--- src/rtl/pri_enc_32to5.sv ---
// Sequential 32-to-5 request encoder: sticky pending vector, one index offered
// per cycle on a valid/ready port, fixed (lowest first) or rotating priority.
module pri_enc_32to5 #(
    parameter int unsigned WIDTH       = 32,
    parameter int unsigned AW          = 5,
    parameter bit          ROUND_ROBIN = 1'b0
) (
    input  logic             clk,
    input  logic             rst_n,
    input  logic             clr,
    input  logic [WIDTH-1:0] req,
    output logic             out_valid,
    input  logic             out_ready,
    output logic [AW-1:0]    out_idx,
    output logic [WIDTH-1:0] pending,
    output logic             collide
);

    typedef enum logic {
        IDLE  = 1'b0,
        OFFER = 1'b1
    } state_e;

    state_e           state_q, state_d;
    logic [AW-1:0]    out_idx_q, out_idx_d;
    logic [AW-1:0]    ptr_q, ptr_d;
    logic [WIDTH-1:0] pending_q, pending_d;
    logic             collide_q, collide_d;

    logic             accept;
    logic [WIDTH-1:0] grant;
    logic [WIDTH-1:0] nxt;

    function automatic logic [AW-1:0] lowest_idx(input logic [WIDTH-1:0] v);
        logic [AW-1:0] idx;
        idx = '0;
        for (int i = WIDTH - 1; i >= 0; i--) begin
            if (v[i]) idx = AW'(i);
        end
        return idx;
    endfunction

    // Rotating mode: rotate so ptr lands at bit 0, pick lowest, then un-rotate.
    function automatic logic [AW-1:0] select_idx(input logic [WIDTH-1:0] v,
                                                 input logic [AW-1:0]    ptr);
        logic [WIDTH-1:0] rot;
        logic [AW-1:0]    sel;
        rot = WIDTH'({v, v} >> ptr);
        if (ROUND_ROBIN) sel = AW'(lowest_idx(rot) + ptr);
        else             sel = lowest_idx(v);
        return sel;
    endfunction

    always_comb begin
        state_d   = state_q;
        out_idx_d = out_idx_q;
        ptr_d     = ptr_q;

        accept    = (state_q == OFFER) && out_ready && !clr;
        grant     = accept ? (WIDTH'(1) << out_idx_q) : '0;
        nxt       = (pending_q & ~grant) | req;
        pending_d = nxt;
        collide_d = |(req & pending_q & ~grant);

        case (state_q)
            IDLE: begin
                if (|pending_q) begin
                    out_idx_d = select_idx(pending_q, ptr_q);
                    state_d   = OFFER;
                end
            end
            OFFER: begin
                if (accept) begin
                    ptr_d = AW'(out_idx_q + AW'(1));
                    if (|nxt) out_idx_d = select_idx(nxt, ptr_d);
                    else      state_d   = IDLE;
                end
            end
        endcase

        if (clr) begin
            pending_d = '0;
            collide_d = 1'b0;
            state_d   = IDLE;
            out_idx_d = out_idx_q;
        end
    end

    always_ff @(posedge clk or negedge rst_n) begin
        if (!rst_n) begin
            state_q   <= IDLE;
            out_idx_q <= '0;
            ptr_q     <= '0;
            pending_q <= '0;
            collide_q <= 1'b0;
        end else begin
            state_q   <= state_d;
            out_idx_q <= out_idx_d;
            ptr_q     <= ptr_d;
            pending_q <= pending_d;
            collide_q <= collide_d;
        end
    end

    assign out_valid = (state_q == OFFER);
    assign out_idx   = out_idx_q;
    assign pending   = pending_q;
    assign collide   = collide_q;

endmodule
--- config.mk ---
export PLATFORM = sky130hd
export DESIGN_NAME = pri_enc_32to5
export DESIGN_NICKNAME = d
export VERILOG_FILES = /design/src/rtl/pri_enc_32to5.sv
export SDC_FILE = /design/constraint.sdc
export NUM_CORES = 1
export LEC_CHECK = 0
export ABC_AREA = 0
export BUFFER_PORTS_ARGS = -buffer_cell sky130_fd_sc_hd__buf_4
export CORE_MARGIN = 10
export CORE_UTILIZATION = 53
export CTS_CLUSTER_DIAMETER = 30
export DETAILED_ROUTE_END_ITERATION = 10
export PLACE_DENSITY = 0.8
export SYNTH_ARGS = -nofsm -noshare
export SYNTH_HDL_FRONTEND = slang
export SYNTH_SLANG_ARGS = --single-unit
--- constraint.sdc ---
create_clock -name clk -period 3.3 [get_ports clk]
set_clock_uncertainty 0.15 [all_clocks]
set_input_delay 0.825 -clock clk [delete_from_list [all_inputs] [get_ports clk]]
set_output_delay 0.825 -clock clk [all_outputs]
set_load 0.01 [all_outputs]
---- Word level (Yosys, flattened, before mapping) ----
Index checks and enable logic that the tools add are counted.
storage, ports and cells
  register bits after elaboration ......... 39
  input port bits ......................... 36
  logic and storage cells ................. 98
operators by class
  equality and inequality tests ........... 3
  shifts and indexed selects .............. 1
  multiplexer cells ....................... 76
  bitwise gates (word level) .............. 7
  reduce and logical (&&, ||, !) cells .... 7
operator list
  cell                  count
  $mux 5                67
  $and 32x32->32        3
  $reduce_or 32->1      3
  $mux 32               2
  $not 32->32           1
  $or 32x32->32         1
  $shl 1x5->32 const A  1
  $pmux 5 s2            1
  $mux 1                5
  $ne 2x1->1 const B    2
  $reduce_and 4->1      1
  $logic_and 1x1->1     2
  $ne 2x2->1 const B    1
  $not 1->1             2
  $pmux 1 s2            1
  $logic_not 1->1       1

---- Depth between registers and ports, before layout ----
Gate-level depths: netlist of run 1.
  depth after elaboration ................. 41
  mapped depth ............................ 9
  gate-level depth less buffers ........... 8

---- Least setup slack after synthesis of run 1 ----
Ideal clock, no wire load.
  path type ............................... input-to-reg
  start point ............................. in clr
  end point ............................... reg out_idx_q[0] (netlist: out_idx[0])
  library setup time ...................... 125 ps
  data arrival time ....................... 2834 ps
  data required time ...................... 3025 ps
  slack ................................... 191 ps
  stages on the path ...................... 8
  path buffers ............................ 0
  cells stage by stage .................... nand4b_2 or4b_4 a21oi_4 nand4_4 nor3_2 and3_2 o22a_4 mux2_4
between the ends
  cells in the longest elaborated chain, start to end .. 41
ends and longest elaborated chain
  item                   line  text
  from (decl)            10    input logic clr,
  $logic_not 1->1        59    accept = (state_q == OFFER) && out_ready && !clr;
  $logic_and 1x1->1      59
  $mux 32                60    grant = accept ? (WIDTH'(1) << out_idx_q) : '0;
  $not 32->32            61    nxt = (pending_q & ~grant) | req;
  $and 32x32->32         61
  $or 32x32->32          61
  $mux 5 (32 in series)  38    if (v[i]) idx = AW'(i);
  $mux 5                 75    if (|nxt) out_idx_d = select_idx(nxt, ptr_d);
  $mux 5                 73    if (accept) begin
  $pmux 5 s2             65    case (state_q)
  to (signal assigned)   98    out_idx_q <= out_idx_d;
  to (decl)              25    logic [AW-1:0] out_idx_q, out_idx_d;
Several ways; a longest one is shown, not always the timed one. The select of a mux whose other input is x is not followed.
A chain may end at the register's enable or synchronous reset.

---- Worst setup path after layout of run 1 ----
  start point ............................. reg out_idx_q[3] (netlist: out_idx[3])
  end point ............................... reg out_idx_q[3] (netlist: out_idx[3])
between the ends
  cells in the longest elaborated chain, start to end .. 40
ends and longest elaborated chain
  item                   line
  $shl 1x5->32 *         60
  $mux 32 *              60
  $not 32->32 *          61
  $and 32x32->32 *       61
  $or 32x32->32 *        61
  $mux 5 (32 in series)  38
  $mux 5                 75
  $mux 5                 73
  $pmux 5 s2             65
Every way passes the cells marked *; elsewhere a longest branch is shown, timed or not. The select of a mux whose other input is x is not followed.

==> results.txt, run 1 <==
Area after DPL: 3910 um^2
HPWL Detailed: 9943 um
cell count after synthesis: 328
total CTS buffers: 5
GRT Resource Usage Total: 28.85%
Clock Tree Root: clkbuf_8
Pwr Total: 1458 uW
Final Cell Area: 4054 um^2
PortBufs: 74
final net count: 503
fin crit period: 3192 ps
PD cells: 359.6 nW/um^2
Longest Clk Path Bufs: 2
non-filler cells in the finished layout: 538
Hold WC Path Type: in2async
Async S/R FF share, synth: 100.0%
top post-synthesis cells by area: dfrtp_1 (35%), nor2_1 (10%), a22oi_1 (4.0%)
worst reg2reg path depth: 9
dpl cells: 530
Hold Vio Cnt, Final: 0
1st-iter DRT viols: 522
critical path fanouts, max: 10
worst path arrival time: 3220 ps
initial core utilization: 54.61%
Synth Register Bits: 39
H-tree depth: 2
Core Region: 5107 um^2
maxcap violations: 0
Post-synth top flop: dfrtp_1
capturing point of the worst reg2reg path: out_idx[3]$_DFFE_PN0P_
via count: 3553
Synth top cells by count: nor2_1 (78), dfrtp_1 (39), nand2_1 (18)
Synth Cell Area: 2789 um^2
Worst slew margin: 64.54%
sequential share of the synthesized area: 34.99%
diodes inserted: 0
Placement Rows: 26
status: finished, final reports clean
flop2flop setup slack: 110 ps
worst slew pin tran: 531.9 ps
cts hold-fix bufs: 0
crit path kind: reg2reg
Syn Area/Cell: 8.503 um^2
RR Startpoint: out_idx[3]$_DFFE_PN0P_
number of global-route vias before repair: 3572
Residual DRC: 0
Reg clk slew, reported paths: 80 ps
Die W: 92.54 um
routability cong.: 1.075
initial antenna violation count: 0
clock latency on the worst-skew pair: 290 ps
Die ar.: 8564 um^2
post-synth top area share: 34.99%
I/O pins: 75
setup TNS: 0 ps
Layout area overhead: 45.36%
Startpoint Class: register
Critical Path RT: 3330 ps
RSZ-0062 raised after global routing: false
vias per cell: 6.604
Syn Nets: 364
Worst Setup End Kind: register
most common cell in the netlist: nor2_1
fmax: 313.3 MHz
TritonRoute pass-1 iters: 5
die height: 92.54 um
Pleak: 0.001780 uW
Distinct cells, synth: 56
Final period util: 96.73%
maximum VDD drop: 0.0003151 V
layout cell share with drive strength beyond 1: 36.97%
CTS tree: built
Yosys top cell by area: dfrtp_1
routed len/inst: 23.19 um
largest net degree at the start of global routing: 40
Num Clock Sinks: 39
number of synthesized flops with an enable pin: 0
Synthesis Warnings: 0
total gr overflow: 0
detailed-route wire length: 12480 um
# fillers: 371
setup violators final: 0
Final ANT Viol Nets: 0
first-pass GRT wire length: 19630 um
Slew Limit Fails: 0
==> kinds of logic after synthesis <==
| group | count (synthesis) | synth area share (%) |
|---|---|---|
| buffers and inverters | 20 | 2.961 |
| AND/OR/NAND/NOR | 164 | 32.08 |
| flip-flops | 39 | 34.99 |
| multiplexers | 5 | 2.333 |
| AO/OA/AOI/OAI | 100 | 27.64 |
==> registers in the layout (all words and copies together), names as in the netlist <==
| signal | flops |
|---|---|
| collide | 1 |
| pending | 32 |
| out_valid | 1 |
| out_idx | 5 |
==> power by group <==
part	internal (uW)	total [uW]	switching [uW]	leakage, uW
Sequential	511	586	74.7	0.000489
Combinational	218	452	234	0.00123
Clock	245	421	176	0.0000612
==> through the flow <==
stage / util [%] / setup WS [ps] / hold WS [ps]
6_report: 79.37 / 107.8 / 349.7
5_1_grt: 79.37 / 1.052 / 374.4
4_1_cts: 78.98 / 101.1 / 363.2
3_5_place_dp: 76.56 / -287.5 / 584.9
3_3_place_gp: 76.56 / -198.4 / 541.7
2_1_floorplan: - / 190.6 / 379.4
==> layer usage <==
metal / share of wire, % / vias up / routed length (um) / global-route usage, %
met5: 0 / - / 0 / 0
met4: 4.9 / 0 / 615 / 14.01
met3: 12 / 61 / 1507 / 7.829
met2: 45 / 297 / 5657 / 45.12
met1: 38 / 1661 / 4695 / 35.97
li1: - / 1534 / - / -
==> layout make-up <==
class | count | area, um^2 | area share (%)
inverter | 10 | 37.54 | 0.9259
clock inverter | 2 | 35.03 | 0.8642
clock buffer | 6 | 82.58 | 2.037
timing repair buffer | 142 | 1079 | 26.60
multi-input combinational | 269 | 1755 | 43.30
tap | 70 | 87.58 | 2.160
sequential | 39 | 977.2 | 24.10
==> what timing repair did <==
item,4_1_cts,5_1_grt
endpoints found under the setup margin,1,5
pin swaps,0,0
buffers inserted,0,0
resized for setup,1,4
==> worst max path at each step <==
stage                                      start                     end
after floorplan                              clr  out_idx[0]$_DFFE_PN0P_
after global placement                       clr  out_idx[4]$_DFFE_PN0P_
after detailed placement                     clr  out_idx[3]$_DFFE_PN0P_
after CTS                                    clr  out_idx[3]$_DFFE_PN0P_
after global routing      out_idx[0]$_DFFE_PN0P_  out_idx[2]$_DFFE_PN0P_
final                     out_idx[3]$_DFFE_PN0P_  out_idx[3]$_DFFE_PN0P_
==> placed cells by master, fill, tap and decap left out, drive strengths merged, types with 12 or more instances in the layout <==
| cell type | count |
|---|---|
| nor2 | 80 |
| buf | 142 |
| a22oi | 15 |
| nand2 | 18 |
| a21oi | 17 |
| dfrtp | 39 |
| nor4 | 18 |
| o21a | 12 |
==> critical path, stage by stage, from the launching register on <==
cell	delay, ps
dfrtp_1	610
nand2_1	260
o41a_1	450
nor4_1	330
buf_4	200
nand4_1	150
buf_4	180
a211oi_1	310
o32ai_1	140
mux2_4	290
No activity file was read; power rests on OpenSTA's default activity.
==> inputs of run 2 (changes only) <==
CORE_ASPECT_RATIO = 1.2   (was unset)
==> run 2 against run 1 <==
  * Design area fell by 2.0%
  * Clock power barely moved
  * Combinational power fell by 2%
  * Via count rose by 2.2%
  * Sequential share of layout area rose by 0.46 points
  * Core utilization fell by 0.077 points
  * Cell count fell by 2.6%
  * Global-route usage fell by 0.39 points
  * Die area rose by 0.14%
  * Non-clock buffer count fell by 4
  * Count of clock-buffer cells in the layout did not move
  * Critical path type is now in2reg
  * Critical endpoint unchanged
==> results.txt, run 2 (synthesized netlist as in run 1, its figures left out) <==
Placement Rows: 28 (+7.7%)
Pwr Total: 1448 uW (-0.65%)
fin crit period: 3190 ps (-1.772 ps)
Num Clock Sinks: 39 (unchanged)
maxcap violations: 0 (unchanged)
fin worst setup slack: 109.5 ps (+1.772 ps)
worst slew pin tran: 525.8 ps (-6.119 ps)
diodes inserted: 0 (unchanged)
post-CTS setup buffers: 0 (unchanged)
TritonRoute pass-1 iters: 7 (+2)
crit path kind: in2reg
Die W: 86.22 um (-6.8%)
setup violators final: 0 (unchanged)
Fin Hold WS: 338.0 ps (-11.70 ps)
setup TNS: 0 ps (unchanged)
CTS tree: built
Post-Route Utilization: 79.30% (about the same)
Worst Setup End Kind: register
Pleak: 0.001757 uW (-1.3%)
initial core utilization: 55.67% (+1.1 points)
total gr overflow: 0 (unchanged)
Reg clk slew, reported paths: 80 ps (about the same)
detailed-route wire length: 12580 um (+0.87%)
Slew Limit Fails: 0 (unchanged)
I/O pins: 75 (unchanged)
critical path fanouts, max: 9 (-1)
Startpoint Class: primary input
Die ar.: 8576 um^2 (+0.14%)
Core Region: 5010 um^2 (-1.9%)
total CTS buffers: 5 (unchanged)
via count: 3631 (+2.2%)
largest net degree at the start of global routing: 40 (unchanged)
most frequent cells in the layout: buf_4 (138), nor2_1 (78), dfrtp_1 (39)
Worst slew margin: 64.63% (+0.085 points)
status: finished, final reports clean
number of global-route vias before repair: 3615 (+1.2%)
Final period util: 96.68% (about the same)
Residual DRC: 0 (unchanged)
routed len/inst: 24.02 um (+3.6%)
routability cong.: 1.197 (+11%)
Multi-input gate area: 1730 um^2 (-1.4%)
PortBufs: 74 (unchanged)
Setup WS pre-CTS: -72.53 ps (+214.9 ps)
Longest Clk Path Bufs: 2 (unchanged)
PD cells: 364.6 nW/um^2 (+1.4%)
fmax: 313.4 MHz (about the same)
Layout area overhead: 42.44%
layout cell share with drive strength beyond 1: 35.34% (-1.6 points)
initial antenna violation count: 0 (unchanged)
cts repair resizes: 0 (-1)
Clock Tree Root: clkbuf_8
worst path arrival time: 3220 ps (about the same)
# fillers: 394 (+6.2%)
cts hold-fix bufs: 0 (unchanged)
Critical Path RT: 3330 ps (about the same)
die height: 99.47 um (+7.5%)
GRT Resource Usage Total: 28.46% (-0.39 points)
Final ANT Viol Nets: 0 (unchanged)
max FFs per register: 32 (unchanged)
HPWL Detailed: 9773 um (-1.7%)
RSZ-0062 raised after global routing: false
FF/Latch Area: 975.9 um^2 (-0.13%)
Hold WC Path Type: in2async
first-pass GRT wire length: 19510 um (-0.63%)
most common cell after layout, fill and taps aside: buf_4
clock latency on the worst-skew pair: 300 ps (about the same)
Hold Vio Cnt, Final: 0 (unchanged)
1st-iter DRT viols: 605 (+16%)
vias per cell: 6.929 (+4.9%)
H-tree depth: 2 (unchanged)
final net count: 499 (-0.80%)
maximum VDD drop: 0.0002612 V (-17%)
## run 2: final cells by class
type                    count  share of cell area (%)
inverters                  10                  0.9449
clock inverters             2                  0.8819
clock buffers               6                   2.079
repair buffers            138                   26.08
flip-flops and latches     39                   24.57
multi-input cells         269                   43.56
well taps                  60                   1.890
## run 2: report_power, final
| part | leakage [uW] | internal (uW) | switching, uW |
|---|---|---|---|
| logic | 0.00121 | 212 | 233 |
| registers | 0.000490 | 511 | 74.7 |
| clock network | 0.0000612 | 245 | 173 |
## run 2: worst max-delay path, cell delays in order
cell,delay (ps)
buf_4,140
nand4bb_1,170
buf_4,180
o41a_1,340
nor4_1,420
nand3_1,220
nor3_2,210
and3_2,240
o22a_4,180
mux2_4,300
## run 2: path summary, 6_finish.rpt
kind / startpoint / end / slack, ps / cells past startpoint
setup reg to reg: out_idx[0]$_DFFE_PN0P_ / out_idx[3]$_DFFE_PN0P_ / 120 / 8
setup / recovery: clr / out_idx[3]$_DFFE_PN0P_ / 110 / 10
hold reg to reg: pending[2]$_DFF_PN0_ / out_idx[1]$_DFFE_PN0P_ / 610 / 4
hold / removal: rst_n / pending[25]$_DFF_PN0_ / 340 / 1
max in group asynchronous: rst_n / pending[5]$_DFF_PN0_ / 2310 / 1
min in group clk: pending[2]$_DFF_PN0_ / out_idx[1]$_DFFE_PN0P_ / 610 / 4
## run 2: per-stage QoR
stage / instances / instance area (um^2)
2_1_floorplan: 328 / 2789
3_3_place_gp: 516 / 3855
3_5_place_dp: 516 / 3855
4_1_cts: 524 / 3973
5_1_grt: 524 / 3973
6_report: 524 / 3973
## run 2: per-layer routing
layer,global-route usage [%],vias up,part of all wire (%)
met5,0,-,0
met4,16.73,0,6.5
met3,6.939,89,11
met2,45.33,328,46
met1,33.86,1670,37
li1,-,1544,-
==> inputs of run 3 (changes only) <==
--- a/config.mk
+++ b/config.mk
@@ -8,5 +8,4 @@
 export ABC_AREA = 0
 export BUFFER_PORTS_ARGS = -buffer_cell sky130_fd_sc_hd__buf_4
-export CORE_ASPECT_RATIO = 1.2
 export CORE_MARGIN = 10
 export CORE_UTILIZATION = 53
@@ -14,4 +13,5 @@
 export DETAILED_ROUTE_END_ITERATION = 10
 export PLACE_DENSITY = 0.8
+export REMOVE_ABC_BUFFERS = 1
 export SYNTH_ARGS = -nofsm -noshare
 export SYNTH_HDL_FRONTEND = slang
--- a/constraint.sdc
+++ b/constraint.sdc
@@ -3,3 +3,3 @@
 set_input_delay 0.825 -clock clk [delete_from_list [all_inputs] [get_ports clk]]
 set_output_delay 0.825 -clock clk [all_outputs]
-set_load 0.01 [all_outputs]
+set_load 0.02 [all_outputs]
==> run 3 against run 2 <==
  * Maximum frequency barely moved
  * Clock power decreased by 13%
  * Critical path depth unchanged
  * Sequential share of layout area fell by 0.23 points
  * Hold slack improved by 6.9 ps
  * Wire length is 3.5% lower
  * Total power decreased by 1.6%
  * Register-to-register slack better by 20 ps
  * Critical endpoint is now out_idx[4]$_DFFE_PN0P_
==> results.txt, run 3 (synthesized netlist as in run 1, its figures left out) <==
1st-iter DRT viols: 527 (-13%)
Final ANT Viol Nets: 0 (unchanged)
via count: 3609 (-0.61%)
Hold Vio Cnt, Final: 0 (unchanged)
total CTS buffers: 5 (unchanged)
RSZ-0062 raised after global routing: false
Setup WS pre-CTS: -255.7 ps (-183.1 ps)
Worst slew margin: 55.35% (-9.3 points)
Num Clock Sinks: 39 (unchanged)
Clock Tree Root: clkbuf_8
Core Region: 5107 um^2 (+1.9%)
# fillers: 374 (-5.1%)
Final period util: 96.68% (about the same)
cell internal pwr: 918.6 uW (-5.1%)
TritonRoute pass-1 iters: 5 (-2)
Worst Setup End Kind: register
fmax: 313.4 MHz (about the same)
Die W: 92.54 um (+7.3%)
Final Cell Area: 4015 um^2 (+1.1%)
status: finished, final reports clean
Critical Path RT: 3330 ps (about the same)
Fin Hold WS: 344.9 ps (+6.948 ps)
Sw Ratio: 35.56% (+2.4 points)
Hold WC Path Type: in2async
Slew Limit Fails: 0 (unchanged)
maximum VDD drop: 0.0002461 V (-5.8%)
most common cell after layout, fill and taps aside: buf_4
routability cong.: 1.090 (-8.9%)
final net count: 503 (+0.80%)
crit path kind: in2reg
power share of the clock group: 25.5% (-3.3 points)
worst slew pin tran: 663.6 ps (+137.8 ps)
setup violators final: 0 (unchanged)
maxcap violations: 0 (unchanged)
vias per cell: 6.708 (-3.2%)
most frequent cells in the layout: buf_4 (142), nor2_1 (78), dfrtp_1 (38)
GRT Resource Usage Total: 27.59% (-0.87 points)
Comb pwr share: 33.5% (+2.8 points)
Residual DRC: 0 (unchanged)
diodes inserted: 0 (unchanged)
Layout area overhead: 43.97%
detailed-route wire length: 12140 um (-3.5%)
Area after DPL: 3897 um^2 (+1.1%)
critical path fanouts, max: 8 (-1)
crit path from: clr
PortBufs: 74 (unchanged)
fin worst setup slack: 109.5 ps (-0.05800 ps)
first-pass GRT wire length: 18780 um (-3.7%)
Seq pwr share: 41.0% (+0.6 points)
CTS tree: built
RR Startpoint: out_valid$_DFF_PN0_
Longest Clk Path Bufs: 2 (unchanged)
worst path arrival time: 3220 ps (about the same)
clock latency on the worst-skew pair: 290 ps (about the same)
PD cells: 355.0 nW/um^2 (-2.6%)
post-CTS setup buffers: 0 (unchanged)
Pleak: 0.001766 uW (+0.52%)
Pwr Total: 1425 uW (-1.6%)
total gr overflow: 0 (unchanged)
HPWL Detailed: 9766 um (about the same)
Startpoint Class: primary input
Die ar.: 8564 um^2 (-0.14%)
max FFs per register: 32 (unchanged)
I/O pins: 75 (unchanged)
switching pwr: 506.9 uW (+5.5%)
setup TNS: 0 ps (unchanged)
Placement Rows: 26 (-7.1%)
initial antenna violation count: 0 (unchanged)
initial core utilization: 54.61% (-1.1 points)
Reg clk slew, reported paths: 80 ps (about the same)
H-tree depth: 2 (unchanged)
layout cell share with drive strength beyond 1: 36.54% (+1.2 points)
flop2flop setup slack: 140 ps (+20 ps)
cts hold-fix bufs: 0 (unchanged)
fin crit period: 3191 ps (+0.05800 ps)
die height: 92.54 um (-7.0%)
number of global-route vias before repair: 3646 (+0.86%)
routed len/inst: 22.56 um (-6.0%)
largest net degree at the start of global routing: 40 (unchanged)
run 3: routing by layer:
metal / GRT usage, % / share of wire (%) / up-vias
met3: 7.264 / 12 / 61
met4: 11.57 / 4.1 / 0
li1: - / - / 1544
met5: 0 / 0 / -
met2: 46.00 / 47 / 290
met1: 32.88 / 37 / 1714
run 3: final timing paths:
kind                                                to  cells past startpoint
worst min-delay path             pending[25]$_DFF_PN0_                      1
min in group clk                out_idx[1]$_DFFE_PN0P_                      3
worst max-delay path            out_idx[4]$_DFFE_PN0P_                     10
max in group asynchronous       out_idx[0]$_DFFE_PN0P_                      1
worst min register to register  out_idx[1]$_DFFE_PN0P_                      3
worst max register to register  out_idx[4]$_DFFE_PN0P_                      9
run 3: per-stage QoR:
step,std cells,utilization [%]
floorplan,318,-
global placement,530,76.31
detailed placement,530,76.31
CTS,538,78.34
global route,538,78.61
finish,538,78.61
run 3: layout make-up:
cell class / count / area, um^2 / area share, %
clock buffer: 7 / 96.34 / 2.400
clock inverter: 1 / 7.507 / 0.1870
inverter: 10 / 37.54 / 0.9349
sequential: 39 / 977.2 / 24.34
tap: 70 / 87.58 / 2.181
multi-input combinational: 269 / 1743 / 43.41
timing repair buffer: 142 / 1066 / 26.55
run 3: worst max-delay path, stage by stage:
cell	delay [ps]
buf_4	140
buf_4	170
nor4bb_2	450
a21boi_0	210
nor2_1	290
nand4_4	150
nor3_2	240
and3_2	230
o22a_4	190
mux2_4	310
run 3: timing repair:
item                                    4_1_cts  5_1_grt
endpoints found under the hold margin         0        0
endpoints found under the setup margin        0        5
resized for setup                             0        3
run 3: power by group through the flow:
stage	clock (uW)	combinational [uW]	sequential (uW)
global route	387	508	586
CTS	370	468	578
detailed placement	0	465	587
finish	364	478	584
global placement	0	457	587
floorplan	0	168	611
